[config.mk]
export PLATFORM = sky130hd
export DESIGN_NAME = mem_access_sequencer
export DESIGN_NICKNAME = d
export VERILOG_FILES = /design/src/rtl/mem_access_sequencer.sv
export SDC_FILE = /design/constraint.sdc
export NUM_CORES = 1
export LEC_CHECK = 0
export ABC_AREA = 1
export BUFFER_PORTS_ARGS = -buffer_cell sky130_fd_sc_hd__buf_2
export CORE_MARGIN = 2
export CORE_UTILIZATION = 41
export CTS_CLUSTER_SIZE = 25
export DETAILED_ROUTE_END_ITERATION = 10
export HOLD_SLACK_MARGIN = 0.06
export PLACE_DENSITY = 0.65
export SYNTH_ARGS = -nofsm -noshare
export SYNTH_HDL_FRONTEND = slang
export SYNTH_SLANG_ARGS = --single-unit
[constraint.sdc]
create_clock -name clk -period 1.8 [get_ports clk]
set_clock_uncertainty 0.15 [all_clocks]
set_input_delay 0.09 -clock clk [delete_from_list [all_inputs] [get_ports clk]]
set_output_delay 0.09 -clock clk [all_outputs]
set_load 0.005 [all_outputs]
[src/rtl/mem_access_sequencer.sv]
// mem_access_sequencer
// Request-level front end for the 1024x12 memory block. It accepts single-word
// read and write requests over a valid/ready handshake. Each request becomes
// the memory's native bus sequence: a read takes one bus cycle, and a write
// takes three (address latch, low-half commit, high-half commit).
//
// Optional feature: define MEM_SEQ_WRITE_VERIFY_EN to read back every write one
// cycle after its high-half commit. A mismatch sets the sticky verify_err flag.
// Without the macro there is no verify state and verify_err is tied low.
module mem_access_sequencer (
    input  logic        clk,
    input  logic        rst_n,

    input  logic        req_valid,
    output logic        req_ready,
    input  logic        req_write,
    input  logic [9:0]  req_addr,
    input  logic [11:0] req_wdata,

    output logic        rsp_valid,
    output logic [11:0] rsp_rdata,
    output logic        write_done,
    output logic        busy,
    output logic        verify_err,

    output logic        mem_read_write,
    output logic        mem_write_commit,
    output logic [9:0]  mem_addr_data,
    input  logic [11:0] mem_result
);

    typedef enum logic [2:0] {
        IDLE   = 3'd0,
        RD     = 3'd1,
        W_ADDR = 3'd2,
        W_LO   = 3'd3,
        W_HI   = 3'd4
`ifdef MEM_SEQ_WRITE_VERIFY_EN
        ,
        W_VFY  = 3'd5
`endif
    } state_t;

    state_t      state;
    state_t      state_next;

    logic [9:0]  addr_q;
    logic [11:0] data_q;

    logic        accept;
    logic        rd_capture;
    logic        wr_finish;
`ifdef MEM_SEQ_WRITE_VERIFY_EN
    logic        vfy_check;
`endif

    assign req_ready = (state == IDLE);
    assign busy      = (state != IDLE);

    // Next-state logic. It also flags the cycles that capture read data,
    // finish a write, or check the readback.
    always_comb begin
        state_next = state;
        accept     = 1'b0;
        rd_capture = 1'b0;
        wr_finish  = 1'b0;
`ifdef MEM_SEQ_WRITE_VERIFY_EN
        vfy_check  = 1'b0;
`endif
        case (state)
            IDLE: begin
                if (req_valid) begin
                    accept     = 1'b1;
                    state_next = req_write ? W_ADDR : RD;
                end
            end
            RD: begin
                rd_capture = 1'b1;
                state_next = IDLE;
            end
            W_ADDR: begin
                state_next = W_LO;
            end
            W_LO: begin
                state_next = W_HI;
            end
            W_HI: begin
`ifdef MEM_SEQ_WRITE_VERIFY_EN
                state_next = W_VFY;
`else
                wr_finish  = 1'b1;
                state_next = IDLE;
`endif
            end
`ifdef MEM_SEQ_WRITE_VERIFY_EN
            W_VFY: begin
                vfy_check  = 1'b1;
                wr_finish  = 1'b1;
                state_next = IDLE;
            end
`endif
            default: begin
                state_next = IDLE;
            end
        endcase
    end

    // State register.
    always_ff @(posedge clk) begin
        if (!rst_n) begin
            state <= IDLE;
        end else begin
            state <= state_next;
        end
    end

    // Latch the accepted request so the bus never sees req_* directly.
    always_ff @(posedge clk) begin
        if (!rst_n) begin
            addr_q <= 10'd0;
            data_q <= 12'd0;
        end else if (accept) begin
            addr_q <= req_addr;
            data_q <= req_wdata;
        end
    end

    // Bus decode from the state register and latched request. While reset is
    // held, the bus shows the IDLE encoding, so an aborted write cannot commit
    // its remaining half.
    always_comb begin
        mem_read_write   = 1'b1;
        mem_write_commit = 1'b0;
        mem_addr_data    = 10'd0;
        if (rst_n) begin
            case (state)
                RD: begin
                    mem_addr_data = addr_q;
                end
                W_ADDR: begin
                    mem_read_write = 1'b0;
                    mem_addr_data  = addr_q;
                end
                W_LO: begin
                    mem_read_write   = 1'b0;
                    mem_write_commit = 1'b1;
                    mem_addr_data    = {3'b000, 1'b0, data_q[5:0]};
                end
                W_HI: begin
                    mem_read_write   = 1'b0;
                    mem_write_commit = 1'b1;
                    mem_addr_data    = {3'b000, 1'b1, data_q[11:6]};
                end
`ifdef MEM_SEQ_WRITE_VERIFY_EN
                W_VFY: begin
                    mem_addr_data = addr_q;
                end
`endif
                default: begin
                    mem_addr_data = 10'd0;
                end
            endcase
        end
    end

    // Read response: one-cycle valid pulse. The data holds until the next read.
    always_ff @(posedge clk) begin
        if (!rst_n) begin
            rsp_valid <= 1'b0;
            rsp_rdata <= 12'd0;
        end else begin
            rsp_valid <= rd_capture;
            if (rd_capture) begin
                rsp_rdata <= mem_result;
            end
        end
    end

    // Write completion pulse, raised as the FSM returns to IDLE.
    always_ff @(posedge clk) begin
        if (!rst_n) begin
            write_done <= 1'b0;
        end else begin
            write_done <= wr_finish;
        end
    end

`ifdef MEM_SEQ_WRITE_VERIFY_EN
    // Sticky readback mismatch flag. Only reset clears it.
    always_ff @(posedge clk) begin
        if (!rst_n) begin
            verify_err <= 1'b0;
        end else if (vfy_check && (mem_result != data_q)) begin
            verify_err <= 1'b1;
        end
    end
`else
    assign verify_err = 1'b0;
`endif

endmodule

==> metrics.txt <==
total CTS buffers=5; PwrDens=681 mW/mm^2; fin cells=a little under 500; Rows=25; die width=74.0 um; DP Worst Slack=0.226 ns; placed instance area=0.00237 mm^2; Net Count, Synth=351; Core Region=0.00472 mm^2; Worst Path Required=roughly 1.6 ns; Crit. End Element=output port; Routed Antenna Nets=0; # port buffers=65; crit path kind=register to output port; Die Y=74.0 um; DR iter-0 viols=58; Mean Syn Cell Area=6.41 um^2; DRT Wirelength=4830 um; # IOs=67; switching power=591 uW; RSZ-0062 raised after global routing=true; Mapped Area=0.00201 mm^2; top cells by area, synth=dfxtp_1 39%, nand2_1 15%, inv_1 15%, nor2_1 6.9%, nor2_2 5.9%; DRC=0; Layout Nets=461; Root Driver=clkbuf_8; worst vdd ir=0.401 mV; Tot Pwr=about 2000 uW; DR vias/cell=4.16; H-tree Lvls=2; outcome=finished clean; max cap viols=0; count of final setup violators=0; n_diodes=0; P_leak=0.00163 uW; Synth cell types=23; Util after Layout=62.3%; Hold Violations, Final=0; CP startpoint kind=register; detail-routed net length per standard cell=9.83 um; die area=0.00547 mm^2; CTS tree=done; minimum clock period=1.75 ns; Final Cycle Share=97.3%; largest net degree at the start of global routing=23; final RePlAce weighted congestion=0.731; Peak Freq=approximately 0.57 GHz; Post-Synthesis Cells=roughly 310; Initial Util=42.5%; DP Wirelength=between 3000 and 4000 um; dpl cells=438; clock tree buffer depth=2; area leader, netlist=dfxtp_1; most common cell after layout, fill and taps aside=nand2_1; Via Count=2042; cell internal pwr=around 1400 uW; Initial DRT Pass Iterations=4; commonest non-fill, non-tap cells in the layout=80 x nand2_1, 77 x inv_1, 65 x buf_2, 41 x dlygate4sd3_1; part of the power in combinational logic=22.7%; layout cells sized above 1=28.1%; Pins Over Slew Limit=0; final worst setup slack=0.0488 ns; number of synthesis warnings=0; Sink Count=39; Crit Path Max Fanout=7; sequential power share=around half; GRT Overall Usage=between 10% and 20%; Synth top area share=roughly 39%; sequential-to-total area share from yosys stat=between 30 and 40%; Clock Latency Late Sink=0.29 ns; vias in the first global route=1843; Remaining Overflow, GRT=0; Worst-path clk slew=around 0.08 ns; wire length of the first global-routing pass=7740 um; FF+latch count, synth=39; Worst Hold Class=input pin to register; sw frac=29.5%; initial antenna violation count=0; Area growth, synth to finish=46.6%; Data arrival, critical path=1.51 ns; cell area after layout=roughly 0.003 mm^2; clock share of power=28.9%
-- cell families after synthesis --
group | after synthesis | synth area share [%]
AND/OR/NAND/NOR | 156 | 35.0
AO/OA/AOI/OAI | 23 | 5.86
flip-flops | 39 | 38.9
other | 1 | 0.187
buffers and inverters | 94 | 20.1
-- sequential cells by signal, indices dropped and copies added (netlist names) --
name and flops:
write_done 1, rsp_valid 1, data_q 12, state 3, addr_q 10, rsp_rdata 12
-- metal layers --
layer	global-route usage [%]	wire, um
met5	0	0
met4	6.06	46
met3	3.79	183
met2	32.8	2410
met1	21.4	2190
-- what timing repair did --
action                     in CTS  in global routing
hold endpoints to repair       36                  0
hold buffers                   42                  0
gates resized for setup         4                 15
buffers inserted                0                  4
pin swaps                       0                  2
cloned                          0                  0
setup endpoints to repair       8                 17
-- area by class of cell --
| class | instances | area (um^2) |
|---|---|---|
| clock buffers | 5 | 68.8 |
| multi-input cells | 180 | 855 |
| fillers | 448 | 1780 |
| well taps | 67 | 83.8 |
| flip-flops and latches | 39 | 790 |
| clock inverters | 3 | 15.0 |
| inverters | 80 | 304 |
| repair buffers | 117 | 826 |
-- worst max-delay path, stage by stage, from the launching register on --
cell and delay [ns]:
dfxtp_4 0.40, buf_6 0.12, clkinvlp_4 0.14, nor3_4 0.23, nand2_2 0.10, o21ai_1 0.10
buf_2 0.13
-- worst paths after layout --
| path | start | end | slack, ns | cells after the start |
|---|---|---|---|---|
| worst max-delay path | state[2] | mem_addr_data[6] | 0.05 | 6 |
| worst min-delay path | rst_n | rsp_rdata[4] | 0.06 | 3 |
| worst max register to register | state[2] | rsp_rdata[2] | 0.06 | 6 |
| worst min register to register | rsp_rdata[5] | rsp_rdata[5] | 0.33 | 2 |
-- power groups by stage --
stage,Sequential [uW],Combinational [uW],Clock (uW)
global placement,989,366,0
CTS,971,448,591
finish,969,455,578
global route,977,519,627
detailed placement,990,373,0
floorplan,980,273,0
-- cells in the mapped netlist --
library cell and number:
nor2_2 19, nand2_4 1, o21ai_0 14, a21oi_1 7
nor3_1 1, inv_1 78, nor2_1 37, conb_1 1
inv_2 1, clkbuf_1 2, nand3_1 6, nor2_8 2
clkinv_1 1, dfxtp_1 39, clkbuf_2 1, nand2_1 82
buf_4 4, buf_2 3, o21ai_1 1, nand4_1 6
buf_6 4, o211ai_1 1, nand2_2 2
-- per-stage QoR --
| step | hold slack, ns | TNS [ns] |
|---|---|---|
| after floorplan | 0.0359 | 0 |
| after global placement | 0.145 | 0 |
| after detailed placement | 0.148 | 0 |
| after CTS | 0.0607 | 0 |
| after global routing | 0.0914 | -0.153 |
| final | 0.0584 | 0 |
Power figures use the tool's default switching activity.
